### config.mk
export PLATFORM = sky130hd
export DESIGN_NAME = div_radix2_clz_core
export DESIGN_NICKNAME = d
export VERILOG_FILES = /design/src/rtl/div_radix2_clz_core.sv
export SDC_FILE = /design/constraint.sdc
export NUM_CORES = 1
export LEC_CHECK = 0
export BUFFER_PORTS_ARGS = -buffer_cell sky130_fd_sc_hd__clkbuf_2
export CAP_MARGIN = 25
export CORE_MARGIN = 2
export CORE_UTILIZATION = 64
export DETAILED_ROUTE_END_ITERATION = 6
export PLACE_DENSITY_LB_ADDON = 0.25
export SYNTH_ARGS = -nofsm -noshare
export SYNTH_HDL_FRONTEND = slang
export SYNTH_SLANG_ARGS = --single-unit
### constraint.sdc
create_clock -name clk -period 6.15 [get_ports clk]
set_clock_uncertainty 0.15 [all_clocks]
set_input_delay 1.23 -clock clk [delete_from_list [all_inputs] [get_ports clk]]
set_output_delay 1.23 -clock clk [all_outputs]
set_load 0.01 [all_outputs]
### src/rtl/div_radix2_clz_core.sv
// Iterative radix-2 restoring unsigned divider. The CLZ difference aligns the divisor MSB with
// the dividend MSB up front, so only quotient-width iterations are spent.
module div_radix2_clz_core #(
  parameter int unsigned DATA_WIDTH = 32
) (
  input  logic                          clk,
  input  logic                          rst,
  input  logic                          start,
  input  logic [DATA_WIDTH-1:0]         dividend,
  input  logic [$clog2(DATA_WIDTH)-1:0] dividend_CLZ,
  input  logic [DATA_WIDTH-1:0]         divisor,
  input  logic [$clog2(DATA_WIDTH)-1:0] divisor_CLZ,
  input  logic                          divisor_is_zero,
  output logic [DATA_WIDTH-1:0]         quotient,
  output logic [DATA_WIDTH-1:0]         remainder,
  output logic                          done
);

  localparam int unsigned CLZ_W = $clog2(DATA_WIDTH);

  typedef enum logic {StIdle, StDivide} state_e;

  state_e                r_state;
  logic [DATA_WIDTH-1:0] r_rem;
  logic [DATA_WIDTH-1:0] r_div;
  logic [DATA_WIDTH-1:0] r_q;
  logic [CLZ_W-1:0]      r_cnt;

  logic [CLZ_W-1:0]      w_shift;
  logic                  w_ge;
  logic [DATA_WIDTH-1:0] w_rem_nxt;
  logic [DATA_WIDTH-1:0] w_q_nxt;

  always_comb begin
    w_shift   = divisor_CLZ - dividend_CLZ;
    w_ge      = (r_rem >= r_div);
    w_rem_nxt = w_ge ? (r_rem - r_div) : r_rem;
    w_q_nxt   = {r_q[DATA_WIDTH-2:0], w_ge};
  end

  always_ff @(posedge clk or negedge rst) begin
    if (!rst) begin
      r_state   <= StIdle;
      r_rem     <= '0;
      r_div     <= '0;
      r_q       <= '0;
      r_cnt     <= '0;
      quotient  <= '0;
      remainder <= '0;
      done      <= 1'b0;
    end else begin
      done <= 1'b0;
      unique case (r_state)
        StIdle: begin
          if (start) begin
            if (divisor_is_zero) begin
              quotient  <= '1;
              remainder <= dividend;
              done      <= 1'b1;
            end else if (divisor_CLZ < dividend_CLZ) begin
              // Fewer leading zeros in the divisor means it is strictly larger.
              quotient  <= '0;
              remainder <= dividend;
              done      <= 1'b1;
            end else begin
              r_rem   <= dividend;
              r_div   <= divisor << w_shift;
              r_q     <= '0;
              r_cnt   <= w_shift;
              r_state <= StDivide;
            end
          end
        end
        StDivide: begin
          r_rem <= w_rem_nxt;
          r_q   <= w_q_nxt;
          r_div <= r_div >> 1;
          if (r_cnt == '0) begin
            r_state   <= StIdle;
            quotient  <= w_q_nxt;
            remainder <= w_rem_nxt;
            done      <= 1'b1;
          end else begin
            r_cnt <= r_cnt - CLZ_W'(1);
          end
        end
        default: r_state <= StIdle;
      endcase
    end
  end

endmodule

==> results.toml <==
[timing]
slew_headroom_pct = 32.1
setup_viol_count_final = 0
rsz0062_at_grt = "false"
setup_tns_ns = 0
worst_pin_slew_ns = 1.02
hold_viol = 0
min_period_ns = 4.39
maxSlewViolCount = 0
max_freq_mhz = 228
post-route-period-util_pct = 71.4

[logic_synthesis]
synth_commonest_cells = "dfrtp_1 (166), a21oi_1 (136), o21ai_0 (126)"
yosysSeqAreaShare_pct = 38.3
synth_most_common_cell = "dfrtp_1"
ys.flop_type = "dfrtp_1"
avgSynthCellArea_um2 = 8.81
synth_cells = 1233
yosys-top-cells-area = "dfrtp_1 (38%), mux2i_1 (6.7%), a21oi_1 (6.3%)"
synth.distinct_cells = 67
synth_seq_cells = 166
yosys.area.top_type = "dfrtp_1"
synthArstFlopShare_pct = 100
yosys_warnings = 0
netlist_area_um2 = 10900
syn-num-nets = 1352
yosys.area.top_type_share_pct = 38.3
synth_edf_count = 0

[grt]
antenna_found_initial = 0
grt-ovfl-total = 0
grt_max_degree = 96
grt_pass1_wl_mm = 48.7
grt_pass1_vias = 9598
grt_usage_pct = 33.8

[worst_setup_path]
end_kind = "register"
crit_chain = "inv_1, ha_1, fa_1, nand2b_1, a211oi_1, o21ai_1, nand2_2, o31a_1, or2_2, buf_4, mux2i_1, o21ai_0"
crit_buf_inv = 2
crit_type = "register to register"
worstReg2RegStart = "r_rem[0]"
r2r_cells = 12
slowest_delay_ns = 0.63
arrival_ns = 4.53
cp-start-kind = "register"
slowest_stage = "or2_2"
r2r_slack_ns = 1.76
cp.required_ns = 6.29
r2r_end = "r_rem[15]"
crit_family = "compound AO/OA/AOI/OAI gates"
crit_fanout = 25

[place]
io_buffer_count = 142
gp_congestion = 0.997
place_area_um2 = 11600
dpl.cell_count = 1520
dp_hpwl_mm = 21.2

[min_path]
min_to = "quotient[9]"
hp-class = "register to register"
worstHoldStart = "quotient[9]"
whs_path_depth = 2

[layout]
multi_input_area_um2 = 6130
seqCellArea_um2 = 4160
diodes = 0
instances_no_fill = 1553
final_nets = 1439
drive_above_1_share_pct = 18.1
syn2layout_area_growth_pct = 12.9
final.fill_count = 1228
final_area_um2 = 12300

[power_and_ir_drop]
power.density_nw_per_um2 = 672
leakage_nw = 5.58
irDropWorstVdd_v = 0.000398

[floorplanning]
start_util_pct = 65.5
core-area_um2 = 16600
dieArea_um2 = 18000
die_w_um = 134
floorplan.rows = 47
die_h_um = 134
ios = 143

[clock_tree]
hold_buffers = 0
htreeDepth = 4
root_buffer = "clkbuf_16"
clockBufferDepth = 2
path_clk_slew_ns = 0.07
cts_tree = "built"
cts_setup_buffers = 0
postCtsResizedCells = 0
cts_buffers = 17
clock_sinks = 166
clk_latency_ns = 0.44

[routing]
dr.pass1.iters = 5
dr_total_vias = 10100
routed_wl_mm = 30.1
vias_per_cell = 6.47
ant_nets = 0
drc = 0
drt_iter0_drc = 920
wl_per_cell_um = 19.4

[job]
drv_cap = 0

[outcome]
status = "finished, final reports clean"
==> sequential cells by signal (all words and copies together), names as in the netlist <==
name,count
r_div,32
done,1
quotient,32
r_q,31
r_cnt,5
remainder,32
r_state,1
r_rem,32
==> metrics by stage <==
step | setup WS [ns] | utilization, % | hold slack, ns | power (mW)
floorplan | 2.26 | - | 0.314 | 5.74
global placement | 1.78 | 70.1 | 0.312 | 6.91
detailed placement | 1.76 | 70.2 | 0.319 | 7.02
CTS | 1.76 | 73.8 | 0.335 | 8.15
global route | 1.44 | 73.9 | 0.353 | 8.85
finish | 1.76 | 73.9 | 0.330 | 8.23
==> worst max-delay path by stage <==
stage | slack (ns) | cells after the start | end | startpoint
finish | 1.76 | 12 | r_rem[15] | r_rem[0]
global route | 1.44 | 12 | r_rem[15] | r_rem[0]
CTS | 1.76 | 12 | r_rem[15] | r_rem[0]
detailed placement | 1.76 | 12 | r_div[23] | divisor_CLZ[0]
global placement | 1.78 | 12 | r_div[20] | divisor_CLZ[0]
floorplan | 2.26 | 13 | r_div[29] | divisor_CLZ[0]
==> power breakdown <==
| part | switching [mW] | internal (mW) | total, mW | leakage [nW] |
|---|---|---|---|---|
| clock | 0.508 | 0.582 | 1.09 | 0.292 |
| sequential | 0.450 | 1.63 | 2.08 | 2.02 |
| combinational | 3.04 | 2.02 | 5.06 | 3.27 |
==> per-layer routing <==
layer	global-route usage, %	wire [um]
met1	48.1	13600
met5	0	0
met4	12.6	813
met3	6.84	1980
met2	51.4	13600
==> logic make-up (layout without fill, tap and decap cells) <==
family / after synthesis / in the layout / synth area share [%]
buffers and inverters: 150 / 250 / 5.53
DFF: 166 / 166 / 38.3
muxes: 99 / 99 / 10.3
adders and majority gates: 41 / 41 / 4.86
and+or+nand+nor: 279 / 279 / 11.7
AOI/OAI and AO/OA: 465 / 465 / 26.7
xor gates and xnor gates: 33 / 33 / 2.66
==> layout by cell type (no fill, tap or decap), types with 8 or more instances in the layout <==
cell       count
o211ai_1      13
nor2b_1       10
xnor2_1       21
dfrtp_1      165
o21ai_0      125
a21o_1        11
o22ai_1       27
a21oi_1      136
inv_1         53
a221oi_1      14
nor2_1        62
a31oi_1       17
buf_4         20
nand3_1       16
mux2i_1       73
mux2_2        17
xor2_1        11
or3_1         22
a22o_1        33
and3_1         9
mux4_2         8
ha_1          38
a211oi_1      16
clkbuf_16     17
nor3_1         9
clkbuf_2     141
nand2_1      121
a22oi_1       14
==> cell type report <==
class | instances | share of cell area (%)
clock buffer | 17 | 3.47
timing repair buffer | 164 | 7.23
sequential | 166 | 33.9
multi-input combinational | 917 | 50.1
clock inverter | 15 | 1.41
tap | 220 | 2.25
inverter | 54 | 1.65
==> worst register-to-register path: stages (launching register included) <==
cell and delay, ns:
dfrtp_1 0.36, inv_1 0.05, ha_1 0.22, fa_1 0.41, nand2b_1 0.23, a211oi_1 0.46, o21ai_1 0.24, nand2_2 0.13
o31a_1 0.53, or2_2 0.64, buf_4 0.39, mux2i_1 0.33, o21ai_0 0.12
Note: power is estimated with default switching activity, not from simulation.
